$ cat config.mk
export PLATFORM = sky130hd
export DESIGN_NAME = tmds_encoder_4lane
export DESIGN_NICKNAME = d
export VERILOG_FILES = /design/src/rtl/tmds_pkg.sv /design/src/rtl/tmds_lane_enc.sv /design/src/rtl/tmds_encoder_4lane.sv
export SDC_FILE = /design/constraint.sdc
export NUM_CORES = 1
export LEC_CHECK = 0
export CORE_MARGIN = 2
export CORE_UTILIZATION = 59
export CTS_BUF_LIST = sky130_fd_sc_hd__clkbuf_8
export DETAILED_ROUTE_END_ITERATION = 8
export PLACE_DENSITY = 0.79
export SLEW_MARGIN = 20
export SYNTH_ARGS = -nofsm -noshare
export SYNTH_HDL_FRONTEND = slang
export SYNTH_SLANG_ARGS = --single-unit
$ cat constraint.sdc
create_clock -name clk -period 3 [get_ports clk]
set_input_delay 0.45 -clock clk [delete_from_list [all_inputs] [get_ports clk]]
set_output_delay 0.45 -clock clk [all_outputs]
set_load 0.05 [all_outputs]
$ cat src/rtl/tmds_pkg.sv
// Shared TMDS constants: control tokens, clock-lane pattern, colour-bar table and a popcount helper.
package tmds_pkg;

  localparam logic [9:0] CTRL_TOK_00 = 10'h354;
  localparam logic [9:0] CTRL_TOK_01 = 10'h0AB;
  localparam logic [9:0] CTRL_TOK_10 = 10'h154;
  localparam logic [9:0] CTRL_TOK_11 = 10'h2AB;
  localparam logic [9:0] CLK_PATTERN = 10'h01F;

  function automatic logic [9:0] ctrl_token(input logic [1:0] c);
    logic [9:0] tok;
    case (c)
      2'b00:   tok = CTRL_TOK_00;
      2'b01:   tok = CTRL_TOK_01;
      2'b10:   tok = CTRL_TOK_10;
      default: tok = CTRL_TOK_11;
    endcase
    return tok;
  endfunction

  // Bar colours as {red, green, blue}, index 0 drawn first.
  function automatic logic [23:0] bar_rgb(input logic [2:0] idx);
    logic [23:0] rgb;
    case (idx)
      3'd0:    rgb = 24'hFFFFFF;
      3'd1:    rgb = 24'hFFFF00;
      3'd2:    rgb = 24'h00FFFF;
      3'd3:    rgb = 24'h00FF00;
      3'd4:    rgb = 24'hFF00FF;
      3'd5:    rgb = 24'hFF0000;
      3'd6:    rgb = 24'h0000FF;
      default: rgb = 24'h000000;
    endcase
    return rgb;
  endfunction

  function automatic logic [3:0] popcount8(input logic [7:0] v);
    logic [3:0] n;
    n = '0;
    for (int i = 0; i < 8; i++) n = n + {3'b000, v[i]};
    return n;
  endfunction

endpackage

$ cat src/rtl/tmds_lane_enc.sv
// One TMDS lane: stage 1 transition minimisation, stage 2 DC balance with running disparity.
// Two-clock latency, no flow control.
module tmds_lane_enc
  import tmds_pkg::*;
(
  input  logic       clk,
  input  logic       rst,
  input  logic       de,
  input  logic [1:0] ctrl,
  input  logic [7:0] data,
  output logic [9:0] sym
);

  logic [3:0]        n1_d;
  logic              use_xnor;
  logic [8:0]        qm_d;
  logic [8:0]        qm;
  logic [3:0]        n1;
  logic              de_s1;
  logic [1:0]        ctrl_s1;
  logic signed [4:0] cnt;
  logic signed [4:0] cnt_nx;
  logic signed [4:0] disp;
  logic signed [4:0] qm8_x2;
  logic signed [4:0] inv_x2;
  logic [9:0]        sym_nx;

  always_comb begin
    n1_d     = popcount8(data);
    use_xnor = (n1_d > 4'd4) || ((n1_d == 4'd4) && !data[0]);
    qm_d     = '0;
    qm_d[0]  = data[0];
    for (int i = 1; i < 8; i++)
      qm_d[i] = use_xnor ? ~(qm_d[i-1] ^ data[i]) : (qm_d[i-1] ^ data[i]);
    qm_d[8]  = ~use_xnor;
  end

  always_ff @(posedge clk or posedge rst) begin
    if (rst) begin
      qm      <= '0;
      n1      <= '0;
      de_s1   <= 1'b0;
      ctrl_s1 <= 2'b00;
    end else begin
      qm      <= qm_d;
      n1      <= popcount8(qm_d[7:0]);
      de_s1   <= de;
      ctrl_s1 <= ctrl;
    end
  end

  // disp = n1 - n0 = 2*n1 - 8; 5-bit modular arithmetic keeps the -8..+8 range exact.
  always_comb begin
    disp   = $signed({n1, 1'b0} - 5'd8);
    qm8_x2 = qm[8] ? 5'sd2 : 5'sd0;
    inv_x2 = qm[8] ? 5'sd0 : 5'sd2;
    sym_nx = ctrl_token(ctrl_s1);
    cnt_nx = '0;
    if (de_s1) begin
      if ((cnt == 5'sd0) || (n1 == 4'd4)) begin
        sym_nx = {~qm[8], qm[8], qm[8] ? qm[7:0] : ~qm[7:0]};
        cnt_nx = qm[8] ? (cnt + disp) : (cnt - disp);
      end else if (((cnt > 5'sd0) && (n1 > 4'd4)) || ((cnt < 5'sd0) && (n1 < 4'd4))) begin
        sym_nx = {1'b1, qm[8], ~qm[7:0]};
        cnt_nx = cnt + qm8_x2 - disp;
      end else begin
        sym_nx = {1'b0, qm[8], qm[7:0]};
        cnt_nx = cnt + disp - inv_x2;
      end
    end
  end

  always_ff @(posedge clk or posedge rst) begin
    if (rst) begin
      sym <= CTRL_TOK_00;
      cnt <= '0;
    end else begin
      sym <= sym_nx;
      cnt <= cnt_nx;
    end
  end

endmodule

$ cat src/rtl/tmds_encoder_4lane.sv
// Four-lane TMDS encoder (B/G/R + clock lane), two-clock latency, no flow control.
// Define TMDS_TESTPAT_EN to add test_en and an internal 8-bar colour generator.
module tmds_encoder_4lane
  import tmds_pkg::*;
#(
  parameter int BAR_W = 80
) (
  input  logic       clk,
  input  logic       rst,
  input  logic       de,
  input  logic       hsync,
  input  logic       vsync,
  input  logic [7:0] red,
  input  logic [7:0] green,
  input  logic [7:0] blue,
`ifdef TMDS_TESTPAT_EN
  input  logic       test_en,
`endif
  output logic [9:0] tmds_0,
  output logic [9:0] tmds_1,
  output logic [9:0] tmds_2,
  output logic [9:0] tmds_3
);

  if (BAR_W < 1) begin : g_bar_w_check
    $error("BAR_W must be at least 1");
  end

  logic [7:0] pix_r;
  logic [7:0] pix_g;
  logic [7:0] pix_b;

`ifdef TMDS_TESTPAT_EN
  localparam int PIX_W = $clog2(BAR_W) + 1;

  logic [PIX_W-1:0] pix_cnt;
  logic [2:0]       bar_idx;

  // Counter restarts on every blanking cycle so each line begins on white.
  always_ff @(posedge clk or posedge rst) begin
    if (rst) begin
      pix_cnt <= '0;
      bar_idx <= '0;
    end else if (!de) begin
      pix_cnt <= '0;
      bar_idx <= '0;
    end else if (pix_cnt == PIX_W'(BAR_W - 1)) begin
      pix_cnt <= '0;
      bar_idx <= bar_idx + 3'd1;
    end else begin
      pix_cnt <= pix_cnt + PIX_W'(1);
    end
  end

  assign {pix_r, pix_g, pix_b} = test_en ? bar_rgb(bar_idx) : {red, green, blue};
`else
  assign {pix_r, pix_g, pix_b} = {red, green, blue};
`endif

  tmds_lane_enc u_lane0 (
    .clk  (clk),
    .rst  (rst),
    .de   (de),
    .ctrl ({vsync, hsync}),
    .data (pix_b),
    .sym  (tmds_0)
  );

  tmds_lane_enc u_lane1 (
    .clk  (clk),
    .rst  (rst),
    .de   (de),
    .ctrl (2'b00),
    .data (pix_g),
    .sym  (tmds_1)
  );

  tmds_lane_enc u_lane2 (
    .clk  (clk),
    .rst  (rst),
    .de   (de),
    .ctrl (2'b00),
    .data (pix_r),
    .sym  (tmds_2)
  );

  assign tmds_3 = CLK_PATTERN;

endmodule

; After elaboration in Yosys (flattened, before gate mapping)
; Index checks and enable logic that the tools add are counted.
[word_totals]
register_bits = 87
out_inout_bits = 40
word_cells = 225
[op_classes]
add_sub_neg = 60
magnitude_cmp = 15
eq_ne = 8
muxes = 52
n_bitwise = 51
n_reduce_logical = 25
[op_table]
columns = op, count
row1 = 4-bit by 1-bit adder with 4-bit output, 36
row2 = 10-bit 2-to-1 mux, 9
row3 = 5-bit 2-to-1 mux, 12
row4 = 5-bit subtractor, 9
row5 = 5-bit adder, 6
row6 = 10-bit case mux with 3 select lines, 1
row7 = 1-bit NOT, 27
row8 = "4-bit by 3-bit == test with 1-bit output, second input constant", 6
row9 = "4-bit by 3-bit greater-than comparator with 1-bit output, second input constant", 6
row10 = 8-bit 2-to-1 mux, 3
row11 = 8-bit NOT, 3
row12 = 1-bit 2-to-1 mux, 21
row13 = 1-bit bitwise XOR, 21
row14 = "5-bit by 1-bit greater-than comparator with 1-bit output, second input constant", 3
row15 = 5-bit zero test, 3
row16 = "5-bit by 1-bit less-than comparator with 1-bit output, second input constant", 3
row17 = "5-bit by 4-bit subtractor with 5-bit output, second input constant", 3
row18 = 1-bit by 1-bit adder with 2-bit output, 6
row19 = "4-bit by 3-bit less-than comparator with 1-bit output, second input constant", 3
row20 = 2-bit 2-to-1 mux, 6
row21 = 1-bit logical AND, 9
row22 = 1-bit logical OR, 9
row23 = 1-bit zero test, 3
row24 = "2-bit by 1-bit == test with 1-bit output, second input constant", 1
row25 = 2 further kinds, 2

; Depth between registers and ports, before layout
[logic_depth]
word_depth = 30
mapped_depth = 20

; Cells and area by module
; From an unflattened synthesis, not the netlist that was laid out.
[hier_totals]
cells_unflattened = 652
hier_area_um2 = 6821.5
[by_module_without_submodules]
columns = module, n_inst, cells_per_inst, area_per_inst_um2, seq_area_each_um2
row1 = tmds_lane_enc (u_lane1), 1, 217, 2288.4, 757.0
row2 = tmds_lane_enc (u_lane0), 1, 208, 2250.9, 757.0
row3 = tmds_lane_enc (u_lane2), 1, 215, 2199.6, 757.0
row4 = tmds_encoder_4lane, 1, 12, 82.6, 0.0

; Worst setup path before layout
; Ideal clock, no wire load.
[synth_timing]
kind = in2reg
start = in blue[0]
end = reg u_lane0.n1[2]
setup_time_ns = 0.123
arrival_time_ns = 5.626
required_ns = 2.877
path_slack_ns = -2.749
path_stages = 20
path_cell_list = ha_1 inv_1 fa_1 fa_1 inv_1 fa_1 fa_1 nor3b_1 o21ai_0 a21oi_1 xnor2_1 ha_1 inv_1 fa_1 inv_1 fa_1 inv_1 fa_1 fa_1 xnor2_1
[synth_between]
elab_chain_cells = 30
word_cells_on_any_way = 40
[synth_rtl]
columns = item, line_no
row1 = "start, declared", tmds_encoder_4lane.sv:15  ; input logic [7:0] blue,
row2 = branches (longest 10 deep; another with 4-bit by 1-bit adder with 4-bit output), --
row3 = 1-bit 2-to-1 mux *, tmds_lane_enc.sv:34  ; qm_d[i] = use_xnor ? ~(qm_d[i-1] ^ data[i]) : (qm_d[i-1] ^ data[i]);
row4 = via u_lane0.qm_d[1], tmds_lane_enc.sv:16  ; logic [8:0] qm_d;
row5 = branches (longest 18 deep; another with 4-bit by 1-bit adder with 4-bit output), --
row6 = 4-bit by 1-bit adder with 4-bit output *, tmds_pkg.sv:40  ; for (int i = 0; i < 8; i++) n = n + {3'b000, v[i]};
row7 = "end signal, assigned", tmds_lane_enc.sv:46  ; n1 <= popcount8(qm_d[7:0]);
row8 = "end, declared", tmds_lane_enc.sv:18  ; logic [3:0] n1;
; Mark *: on every way through the listed nets, which the timed path passes.

; Worst setup path after layout
[layout_timing]
start = in red[0]
end = reg u_lane2.n1[1]
[layout_between]
elab_chain_cells = 30
word_cells_on_any_way = 40
[layout_rtl]
columns = item, line_no
row1 = "start, declared", tmds_encoder_4lane.sv:13  ; input logic [7:0] red,
row2 = branches (longest 10 deep; another with 4-bit by 1-bit adder with 4-bit output), --
row3 = 1-bit 2-to-1 mux *, tmds_lane_enc.sv:34
row4 = via u_lane2.qm_d[1], tmds_lane_enc.sv:16
row5 = branches (longest 18 deep; another with 4-bit by 1-bit adder with 4-bit output), --
row6 = 4-bit by 1-bit adder with 4-bit output *, tmds_pkg.sv:40
row7 = "end signal, assigned", tmds_lane_enc.sv:46
row8 = "end, declared", tmds_lane_enc.sv:18
; Marks and branches as above.

==> flow_summary_export.csv <==
group,metric,value,unit
status,status,"finished, violations left",
status,violations,"setup timing",
cts,cts_sinks,84,
synthesis,synth.top_cell.area_share,27.5,%
placement,place.detailed.hpwl,9940,µm
sta,final-setup-viol-count,26,
detailed_routing,drt_iter0_drc,239,
synthesis,synthFlopType,"dfrtp_1",
placement,gp_congestion,0.888,
detailed_routing,antenna_left,0,
synthesis,syn_inst,615,
setup_path,critical_path_class,"in -> reg",
floorplan,fp.dieW,107,µm
sta,tightest_slew,724,ps
detailed_routing,via_count,4610,
floorplan,fp-row-count,37,
cts,cts_hold_buf,0,
setup_path,end_kind,"flop",
worst_hold_path,holdCritStartpoint,"green[0]",
synthesis,synth_largest_area_cell,"dfrtp_1",
detailed_routing,avgViaCountPerCell,5.26,
setup_path,crit_fanout,2,
floorplan,ios,69,
synthesis,ys_seq_area_share,33.8,%
sta,min_period,5470,ps
synthesis,synth-compound-area-share,9.11,%
synthesis,async_flop_share,100,%
cts,clock_latency,370,ps
global_route,track_usage,25.5,%
sta,post-route-period-util,182,%
synthesis,synthTopCellsByArea,"dfrtp_1 28%, ha_1 13%, fa_1 12%, xnor2_1 7.3%, dfstp_2 6.3%",
sta,fmax,183,MHz
floorplan,core,0.0103,mm²
global_route,antenna_found_initial,0,
sta,rsz0062_at_grt,"yes",
synthesis,yosys-top-cells-count,"99 x inv_1, 69 x dfrtp_1, 64 x ha_1",
sta,fin_setup_tns,-31660,ps
layout,drive_gt1_share,23.5,%
placement,dp.cells,845,
synthesis,syn_avg_cell_area,10.2,µm²
cts,cts_tree,"built",
layout,fin_cells,877,
detailed_routing,drc,0,
run,maxCapViolations,0,
detailed_routing,drt_wl_total,14200,µm
synthesis,ys_ff_latch,84,
setup_path,worstPathRequired,3270,ps
synthesis,synth-adder-area-share,25.2,%
synthesis,synthMostInstantiatedCell,"inv_1",
cts,cts_buffer_depth,2,
detailed_routing,wire_per_inst,16.2,µm
detailed_routing,firstDrtPassIters,5,
sta,finClkSkew,14.1,ps
global_route,grt_max_degree,51,
synthesis,synth_area,0.00627,mm²
cts,path_clk_slew,100,ps
setup_path,worstSetupStartpoint,"red[0]",
sta,slew_headroom,51.2,%
sta,drv_slew,0,
global_route,grt_pass1_vias,5006,
synthesis,muxShareOfSynthArea,2.31,%
floorplan,start_util,60.8,%
cts,htree_levels,3,
worst_hold_path,min_path_type,"in -> reg",
floorplan,die_height,107,µm
floorplan,die-area,0.0115,mm²
setup_path,cp.arrival,5740,ps
layout,area_delta_synth_final,27.7,%
synthesis,synth-warning-count,0,
sta,worst_slack,-2470,ps
cts,cts_root_buf,"clkbuf_8",
layout,fin_nets,868,
synthesis,yosys.area_share.simple,9.67,%
sta,whs,289,ps
global_route,gr-total-overflow,0,
placement,portBuffers,58,
synthesis,synth_edf_count,0,
placement,place_ws,-3140,ps
synthesis,synth_xor_area_share,11.6,%
setup_path,critPathLaunchType,"input port",
synthesis,synth_top_family_by_area,"adder cells",
setup_path,reg2reg_from,"u_lane1.n1[0]$_DFF_PP0_",
synthesis,synth.distinct_cells,51,
global_route,grt_pass1_wl,23100,µm
sta,hold_viol_final,0,
layout,antennaDiodeCount,0,
cts,cts_buffers,9,
## flip-flops by register name, indices dropped and copies added (netlist names)
| name | count |
|---|---|
| u_lane0.sym | 10 |
| u_lane1.sym | 10 |
| u_lane2.sym | 10 |
| u_lane0.qm | 9 |
| u_lane1.qm | 9 |
| u_lane2.qm | 9 |
| u_lane0.cnt | 4 |
| u_lane0.n1 | 4 |
| u_lane1.cnt | 4 |
| u_lane1.n1 | 4 |
| u_lane2.cnt | 4 |
| u_lane2.n1 | 4 |
| u_lane0.ctrl_s1 | 2 |
| u_lane2.de_s1 | 1 |
## layout by cell type, fill, tap and decap left out, drive strengths merged, types with 10 or more instances in the layout
cell,n
inv,100
buf,75
dfrtp,69
ha,64
xnor2,52
clkdlybuf4s50,46
fa,39
nor2,32
xor2,31
a21oi,29
nand2,24
o21ai,16
dfstp,15
a21o,12
nor2b,12
mux2i,10
conb,10
## logic make-up after synthesis
family,Yosys count
other,2
DFF,84
muxes,14
xor gates and xnor gates,83
buffers and inverters,125
and+or+nand+nor,117
adders and majority gates,103
AOI/OAI and AO/OA,87
## stage by stage
stage | area [µm²] | utilization [%]
after CTS | 7880 | 76.3
after global placement | 7440 | 72.1
after floorplan | 6420 | -
after global routing | 8010 | 77.6
final | 8010 | 77.6
after detailed placement | 7440 | 72.1
## metal layers
metal | part of all wire (%) | global-route usage, % | wire length [µm]
met3 | 4.0 | 3.10 | 563
met2 | 52 | 43.8 | 7390
met5 | 0 | 0 | 0
met1 | 42 | 33.4 | 5950
met4 | 2.4 | 9.00 | 335
## worst max-delay path, stage by stage
cell and delay, ps:
buf_8 100, ha_4 250, inv_2 30, fa_1 510
fa_1 500, inv_1 50, fa_2 340, fa_1 450
nor3b_2 220, buf_4 150, nor3b_2 40, a21oi_2 170
xnor2_2 110, ha_1 300, inv_2 40, fa_1 490
inv_2 40, fa_1 500, inv_1 50, fa_2 350
fa_2 540, inv_2 30
## area by class of cell
class | count | area [µm²]
clock inverter | 7 | 110
tap | 136 | 170
sequential | 84 | 2120
timing repair buffer | 127 | 1170
clock buffer | 9 | 124
fill | 618 | 2310
multi-input combinational | 414 | 3940
inverter | 100 | 377
## final timing paths
path                       slack (ps)                       end  cells after the start
setup / recovery                -2470   u_lane2.n1[1]$_DFF_PP0_                     22
hold / removal                    290   u_lane1.qm[0]$_DFF_PP0_                      2
setup reg to reg                  250  u_lane1.cnt[4]$_DFF_PP0_                      8
hold reg to reg                   520  u_lane2.sym[5]$_DFF_PP0_                      2
max in group asynchronous        1780  u_lane1.sym[9]$_DFF_PP1_                      3
min in group asynchronous         470   u_lane1.qm[4]$_DFF_PP0_                      2
## timing repair
item,CTS,global route
resized for setup,65,29
pin swaps,47,45
endpoints found under the setup margin,27,27
buffers inserted,14,19
Power is left out: the tool's default activity adds up to more than one toggle a clock period on the data nets, which glitch-free logic cannot reach.
